`src/rtl/counter_seq_ctrl.sv`:
```
// ---------------------------------------------------------------------------
// counter_seq_ctrl
//
// Sequencer for one loadable up-counter (load/pre/ret/a in, y/tc out).
// A command carries a start value, a repetition count and a preset select.
// For each command the counter is loaded with the start value, or preset to
// all ones. The controller then counts terminal-count events and reloads the
// counter after each one. It pulses done when the last repetition ends.
// This block is the only driver of the counter's control inputs.
//
// Ports
//   clk        in   1      clock, all state updates on posedge
//   ret        in   1      synchronous active-high reset
//   cmd_valid  in   1      command present
//   cmd_ready  out  1      command can be accepted (IDLE only)
//   cmd_start  in   CNT_W  counter start value
//   cmd_reps   in   REP_W  number of tc events to run (0 = no-op)
//   cmd_pre    in   1      1: preset counter to all ones instead of loading
//   abort      in   1      abandon the running command
//   cnt_tc     in   1      terminal count from the counter
//   cnt_a      out  CNT_W  load value to the counter
//   cnt_load   out  1      counter load strobe
//   cnt_pre    out  1      counter preset strobe
//   cnt_ret    out  1      counter reset (holds counter at 0)
//   busy       out  1      command in progress (LOAD or RUN)
//   rep_cnt    out  REP_W  tc events counted for the current command
//   done       out  1      one-cycle pulse, command completed
//   aborted    out  1      one-cycle pulse, command abandoned
// ---------------------------------------------------------------------------
module counter_seq_ctrl #(
    parameter int CNT_W = 4,
    parameter int REP_W = 8
) (
    input  logic             clk,
    input  logic             ret,
    input  logic             cmd_valid,
    output logic             cmd_ready,
    input  logic [CNT_W-1:0] cmd_start,
    input  logic [REP_W-1:0] cmd_reps,
    input  logic             cmd_pre,
    input  logic             abort,
    input  logic             cnt_tc,
    output logic [CNT_W-1:0] cnt_a,
    output logic             cnt_load,
    output logic             cnt_pre,
    output logic             cnt_ret,
    output logic             busy,
    output logic [REP_W-1:0] rep_cnt,
    output logic             done,
    output logic             aborted
);

    typedef enum logic [1:0] {
        S_IDLE = 2'd0,
        S_LOAD = 2'd1,
        S_RUN  = 2'd2,
        S_DONE = 2'd3
    } state_t;

    state_t             state_q, state_d;
    logic [CNT_W-1:0]   start_q, start_d;
    logic [REP_W-1:0]   reps_q, reps_d;
    logic               pre_q, pre_d;
    logic [REP_W-1:0]   rep_cnt_q, rep_cnt_d;
    logic               done_q, done_d;
    logic               aborted_q, aborted_d;

    logic [REP_W-1:0]   rep_inc;
    logic               last_rep;
    logic               reload;

    assign rep_inc  = rep_cnt_q + REP_W'(1);
    assign last_rep = (rep_inc == reps_q);

    // A single reload request is steered to exactly one of the two strobes,
    // so load and preset can never be asserted together.
    assign cnt_load = reload & ~pre_q;
    assign cnt_pre  = reload &  pre_q;

    assign rep_cnt  = rep_cnt_q;
    assign done     = done_q;
    assign aborted  = aborted_q;

    always_comb begin
        state_d   = state_q;
        start_d   = start_q;
        reps_d    = reps_q;
        pre_d     = pre_q;
        rep_cnt_d = rep_cnt_q;
        done_d    = 1'b0;
        aborted_d = 1'b0;
        cmd_ready = 1'b0;
        cnt_ret   = 1'b0;
        busy      = 1'b0;
        reload    = 1'b0;
        cnt_a     = '0;

        unique case (state_q)
            S_IDLE: begin
                cmd_ready = 1'b1;
                cnt_ret   = 1'b1;
                if (cmd_valid) begin
                    start_d   = cmd_start;
                    reps_d    = cmd_reps;
                    pre_d     = cmd_pre;
                    rep_cnt_d = '0;
                    if (cmd_reps == '0) begin
                        state_d = S_DONE;
                        done_d  = 1'b1;
                    end else begin
                        state_d = S_LOAD;
                    end
                end
            end

            S_LOAD: begin
                busy   = 1'b1;
                cnt_a  = start_q;
                if (abort) begin
                    state_d   = S_IDLE;
                    aborted_d = 1'b1;
                end else begin
                    reload  = 1'b1;
                    state_d = S_RUN;
                end
            end

            S_RUN: begin
                busy  = 1'b1;
                cnt_a = start_q;
                // abort wins over a coincident tc, including the final one,
                // and leaves rep_cnt at its pre-abort value.
                if (abort) begin
                    state_d   = S_IDLE;
                    aborted_d = 1'b1;
                end else if (cnt_tc) begin
                    rep_cnt_d = rep_inc;
                    if (last_rep) begin
                        state_d = S_DONE;
                        done_d  = 1'b1;
                    end else begin
                        // Reload in the tc cycle so the next period starts
                        // from the start value without a gap.
                        reload = 1'b1;
                    end
                end
            end

            S_DONE: begin
                cnt_ret = 1'b1;
                state_d = S_IDLE;
            end

            default: begin
                state_d = S_IDLE;
            end
        endcase
    end

    always_ff @(posedge clk) begin
        if (ret) begin
            state_q   <= S_IDLE;
            start_q   <= '0;
            reps_q    <= '0;
            pre_q     <= 1'b0;
            rep_cnt_q <= '0;
            done_q    <= 1'b0;
            aborted_q <= 1'b0;
        end else begin
            state_q   <= state_d;
            start_q   <= start_d;
            reps_q    <= reps_d;
            pre_q     <= pre_d;
            rep_cnt_q <= rep_cnt_d;
            done_q    <= done_d;
            aborted_q <= aborted_d;
        end
    end

endmodule
```
`config.mk`:
```
export PLATFORM = sky130hd
export DESIGN_NAME = counter_seq_ctrl
export DESIGN_NICKNAME = d
export VERILOG_FILES = /design/src/rtl/counter_seq_ctrl.sv
export SDC_FILE = /design/constraint.sdc
export NUM_CORES = 1
export LEC_CHECK = 0
export BUFFER_PORTS_ARGS = -buffer_cell sky130_fd_sc_hd__buf_2
export CORE_MARGIN = 2
export CORE_UTILIZATION = 40
export DETAILED_ROUTE_END_ITERATION = 8
export HOLD_SLACK_MARGIN = 0.1
export SLEW_MARGIN = 15
export SYNTH_ARGS = -nofsm -noshare
export SYNTH_HDL_FRONTEND = slang
export SYNTH_SLANG_ARGS = --single-unit
```
`constraint.sdc`:
```
create_clock -name clk -period 2.7 [get_ports clk]
set_clock_uncertainty 0.1 [all_clocks]
set_input_delay 0.135 -clock clk [delete_from_list [all_inputs] [get_ports clk]]
set_output_delay 0.135 -clock clk [all_outputs]
set_load 0.02 [all_outputs]
```
==> results.env <==
RESULT_OF_THE_RUN='completed'
MULTIINPUTGATEAREA_SQ_UM=875
NUMBER_OF_BUFFERS_CREATED_BY_CTS=3
CP_DATA_REQUIRED_TIME_NS=2.47
VIAS=1474
MAX_CAP_VIOLATIONS=0
VIA_COUNT_OF_THE_FIRST_GLOBAL_ROUTING_PASS=1402
SETUP_VIOL=0
ROUTE.DETAILED.VIAS_PER_INST=5.28
FIN_CRIT_NS=2.57
FINAL_CELL_COUNT_NO_FILL=279
CLOCK_SINK_COUNT=25
RELSLEWSLACK=0.547
ANTENNA_FOUND_INITIAL=0
INITIALDRTVIOLATIONCOUNT=56
DETAIL-ROUTE-ANTENNA-NETS=0
TOP_LEVEL_PORTS=37
ARITHMETIC_CELL_SHARE_OF_THE_SYNTHESIZED_AREA_COUNTING_FULL_ADDERS_HALF_ADDERS_AND_MAJORITY_GATES=0.0354
GRT_SETUP_UNREPAIRED='no'
IR_WORST_VDD_V=0.000465
STARTPOINT_TYPE='flop'
INSERTEDDIODECOUNT=0
SEQUENTIALPOWERSHARE=0.370
POST_SYNTH_NUM_CELL_TYPES=38
TIMING.FINAL.MAX_SLEW_VIOLATIONS=0
CTS_ROOT_BUF='sky130_fd_sc_hd__clkbuf_4'
CLOCK_TREE.HTREE_LEVEL_COUNT=1
SYNTH-XOR-AREA-SHARE=0.0434
MOST_INSTANTIATED_CELLS_AFTER_SYNTHESIS='32 x sky130_fd_sc_hd__nand2_1, 30 x sky130_fd_sc_hd__a21oi_1, 25 x sky130_fd_sc_hd__dfxtp_1, 10 x sky130_fd_sc_hd__nor2_1, 7 x sky130_fd_sc_hd__o21ai_0'
SYNTHESIS.AREA_SQ_UM=1410
AREA_GROWTH_SYN_TO_LAYOUT_PCT=30.5
PLACED_CELLS=258
REMAINING_DRC_ERRORS=0
DRIVE_GT1_FRAC=0.245
SHARE_OF_THE_SYNTHESIZED_AREA_IN_COMPOUND_GATES_AO_OA_AOI_OAI=0.235
BUFFER_PORTS.INSERTED=36
TIMING_HOLD_VIOLATIONS_FINAL=0
POWER_REPORT.INTERNAL_TOTAL_mW=0.704
WORST_SETUP_EP_TYPE='output pin'
SYN_NETS=206
TIGHTESTPINTRANSITION_NS=0.679
FIRSTDRTPASSITERS=4
FILLERS=356
SEQUENTIAL_FRACTION_OF_THE_SYNTHESIS_AREA=0.354
SYNTHESIS.AREA_PER_INSTANCE_SQ_UM=7.68
YOSYSTOPAREACELL='sky130_fd_sc_hd__dfxtp_1'
AREA_USED_BY_SEQUENTIAL_LOGIC_IN_THE_LAYOUT_SQ_UM=509
FINAL_MIN_PERIOD_OVER_CLOCK_PERIOD=0.950
YOSYS.AREA_SHARE.SIMPLE=0.280
LAYOUT.NETS=256
WORST_HOLD_PATH_TYPE='primary input to flop'
GP_ROUTABILITY_CONGESTION=0.845
GRT-OVFL-TOTAL=0
SHARE_COMB_OF_TOTAL_POWER=0.493
SYNTH_ENABLE_FLOP_CELLS=0
FRACTION_OF_SYNTHESIZED_CELL_AREA_TAKEN_BY_THE_TOP_AREA_CELL_TYPE=0.354
POWER.SWITCHING_FRACTION=0.442
POWER.DENSITY_nW_PER_UM2=684
INITIAL_CORE_UTIL=0.420
YS_TOP_CELLS_BY_AREA='sky130_fd_sc_hd__dfxtp_1 35%, sky130_fd_sc_hd__a21oi_1 11%, sky130_fd_sc_hd__nand2_1 8.5%'
WORST-SETUP-PATH-TYPE='flop to output pin'
GRT_MAX_DEGREE=26
NET_LOAD_SWITCHING_POWER_mW=0.557
FINAL_CORE_UTIL=0.549
CLOCKPOWERSHARE=0.137
CTS_TREE='done'
POWER.LEAKAGE_nW=0.742
ROUTEDWLPERCELL_UM=14.1
YOSYSWARNINGS=0
DPL.HPWL_MM=2.67
GLOBAL_ROUTE.USAGE.TOTAL=0.202
MUXSHAREOFSYNTHAREA=0
SYNTH_TOP_FAMILY_BY_AREA='simple AND/OR/NAND/NOR gates'
FIN_SETUP_TNS_NS=0
INSERTION_DELAY_NS=0.32
CTS.REPORTEDPATHS.CLKPINSLEW_NS=0.14
CORE_OUTLINE_AREA_SQ_UM=3360
MAX_FREQ_MHz=390
POSTROUTEWIRELENGTH_MM=3.93
MAPPED_CELLS=184
CRIT_ARRIVAL_NS=2.33
FP.DIEAREA_SQ_UM=4030
GLOBAL_ROUTE_WIRE_LENGTH_BEFORE_REPAIR_MM=6.49
SYNTH_MOST_COMMON_CELL='sky130_fd_sc_hd__nand2_1'
CRITPATHMAXFANOUT=6
HORIZONTAL_EXTENT_OF_THE_DIE_UM=63.5
SYNTHFLOPTYPE='sky130_fd_sc_hd__dfxtp_1'
PLACEMENTROWS=21
SYNTH_SEQ_CELLS=25
MAX-CLOCK-PATH-BUFFERS=2
DIE_HEIGHT_UM=63.5
SYNTH_ASYNC_SR_FLOP_SHARE=0
==> registers in the layout, summed over array words and instances (netlist names) <==
| signal | flops |
|---|---|
| aborted | 1 |
| done | 1 |
| start_q | 4 |
| pre_q | 1 |
| state_q | 2 |
| reps_q | 8 |
| rep_cnt | 8 |
==> timing repair <==
action | 4_1_cts | 5_1_grt
hold endpoints to repair | 15 | 0
resized for setup | 6 | 7
setup buffers | 0 | 3
endpoints found under the setup margin | 2 | 2
hold buffers | 14 | 0
pin swaps | 0 | 6
==> logic make-up (layout without fill, tap and decap cells) <==
| logic type | Yosys count | count (layout) |
|---|---|---|
| compound gates | 54 | 54 |
| xor+xnor | 7 | 7 |
| fa+ha+maj | 4 | 4 |
| buf+inv | 16 | 65 |
| flops | 25 | 25 |
| simple gates | 78 | 78 |
==> cell type report <==
type | count | share of cell area
Tap cell | 46 | 0.0312
Multi-Input combinational cell | 143 | 0.474
Sequential cell | 25 | 0.276
Timing Repair Buffer | 55 | 0.193
Clock buffer | 4 | 0.0142
Inverter | 6 | 0.0122
==> layout by cell type (no fill, tap or decap), types with 2 or more instances in the layout <==
master / n
sky130_fd_sc_hd__buf_2: 36
sky130_fd_sc_hd__nand2_1: 32
sky130_fd_sc_hd__a21oi_1: 30
sky130_fd_sc_hd__dfxtp_1: 20
sky130_fd_sc_hd__dlygate4sd3_1: 14
sky130_fd_sc_hd__nor2_1: 10
sky130_fd_sc_hd__o21ai_0: 7
sky130_fd_sc_hd__inv_1: 6
sky130_fd_sc_hd__and2_1: 5
sky130_fd_sc_hd__nand3_1: 5
sky130_fd_sc_hd__or3_1: 5
sky130_fd_sc_hd__nor2b_1: 4
sky130_fd_sc_hd__xor2_1: 4
sky130_fd_sc_hd__nor4_1: 4
sky130_fd_sc_hd__buf_4: 4
sky130_fd_sc_hd__dfxtp_2: 4
sky130_fd_sc_hd__xnor2_1: 3
sky130_fd_sc_hd__ha_1: 3
sky130_fd_sc_hd__clkbuf_4: 3
sky130_fd_sc_hd__o211ai_1: 2
sky130_fd_sc_hd__nand4_1: 2
sky130_fd_sc_hd__a31oi_2: 2
sky130_fd_sc_hd__nor4b_1: 2
sky130_fd_sc_hd__a31o_1: 2
sky130_fd_sc_hd__a21o_1: 2
sky130_fd_sc_hd__nor3b_1: 2
sky130_fd_sc_hd__a211oi_1: 2
==> power by group through the flow <==
stage	clock network (mW)	logic [mW]	registers, mW
final	0.172	0.622	0.467
after CTS	0.177	0.620	0.468
after floorplan	0	0.425	0.471
after global placement	0	0.577	0.472
after global routing	0.193	0.691	0.475
after detailed placement	0	0.588	0.476
==> routing by layer <==
layer / vias to the layer above / global-route usage / routed length, um
met5: - / 0 / 0
met4: 0 / 0.0408 / 37
met3: 5 / 0.0286 / 192
met2: 47 / 0.370 / 1950
met1: 679 / 0.250 / 1740
li1: 743 / - / -
==> through the flow <==
stage	instance area [sq um]	power, mW	setup WS (ns)	hold WS [ns]
floorplan	1410	0.896	0.106	0.171
global placement	1620	1.05	0.225	0.276
detailed placement	1620	1.06	0.144	0.287
CTS	1810	1.26	0.0259	0.138
global route	1850	1.36	0.00847	0.139
finish	1850	1.26	0.134	0.138
==> critical path, cell delays in order (launching register included) <==
cell and delay, ns:
sky130_fd_sc_hd__dfxtp_4 0.38, sky130_fd_sc_hd__ha_4 0.17, sky130_fd_sc_hd__nand3_2 0.12, sky130_fd_sc_hd__or4b_1 0.51, sky130_fd_sc_hd__a31oi_2 0.19, sky130_fd_sc_hd__o211ai_1 0.13, sky130_fd_sc_hd__a31oi_2 0.27, sky130_fd_sc_hd__nor4b_1 0.08
sky130_fd_sc_hd__buf_2 0.16
==> worst paths after layout <==
check | cells past startpoint | startpoint | slack [ns] | to
max | 8 | rep_cnt[1]$_SDFFE_PP0P_ | 0.13 | cnt_pre
min | 2 | ret | 0.14 | rep_cnt[2]$_SDFFE_PP0P_
max reg2reg | 7 | state_q[0]$_SDFFE_PP0P_ | 0.44 | rep_cnt[7]$_SDFFE_PP0P_
min reg2reg | 2 | start_q[2]$_SDFFE_PP0P_ | 0.37 | start_q[2]$_SDFFE_PP0P_
Power figures use the tool's default switching activity.
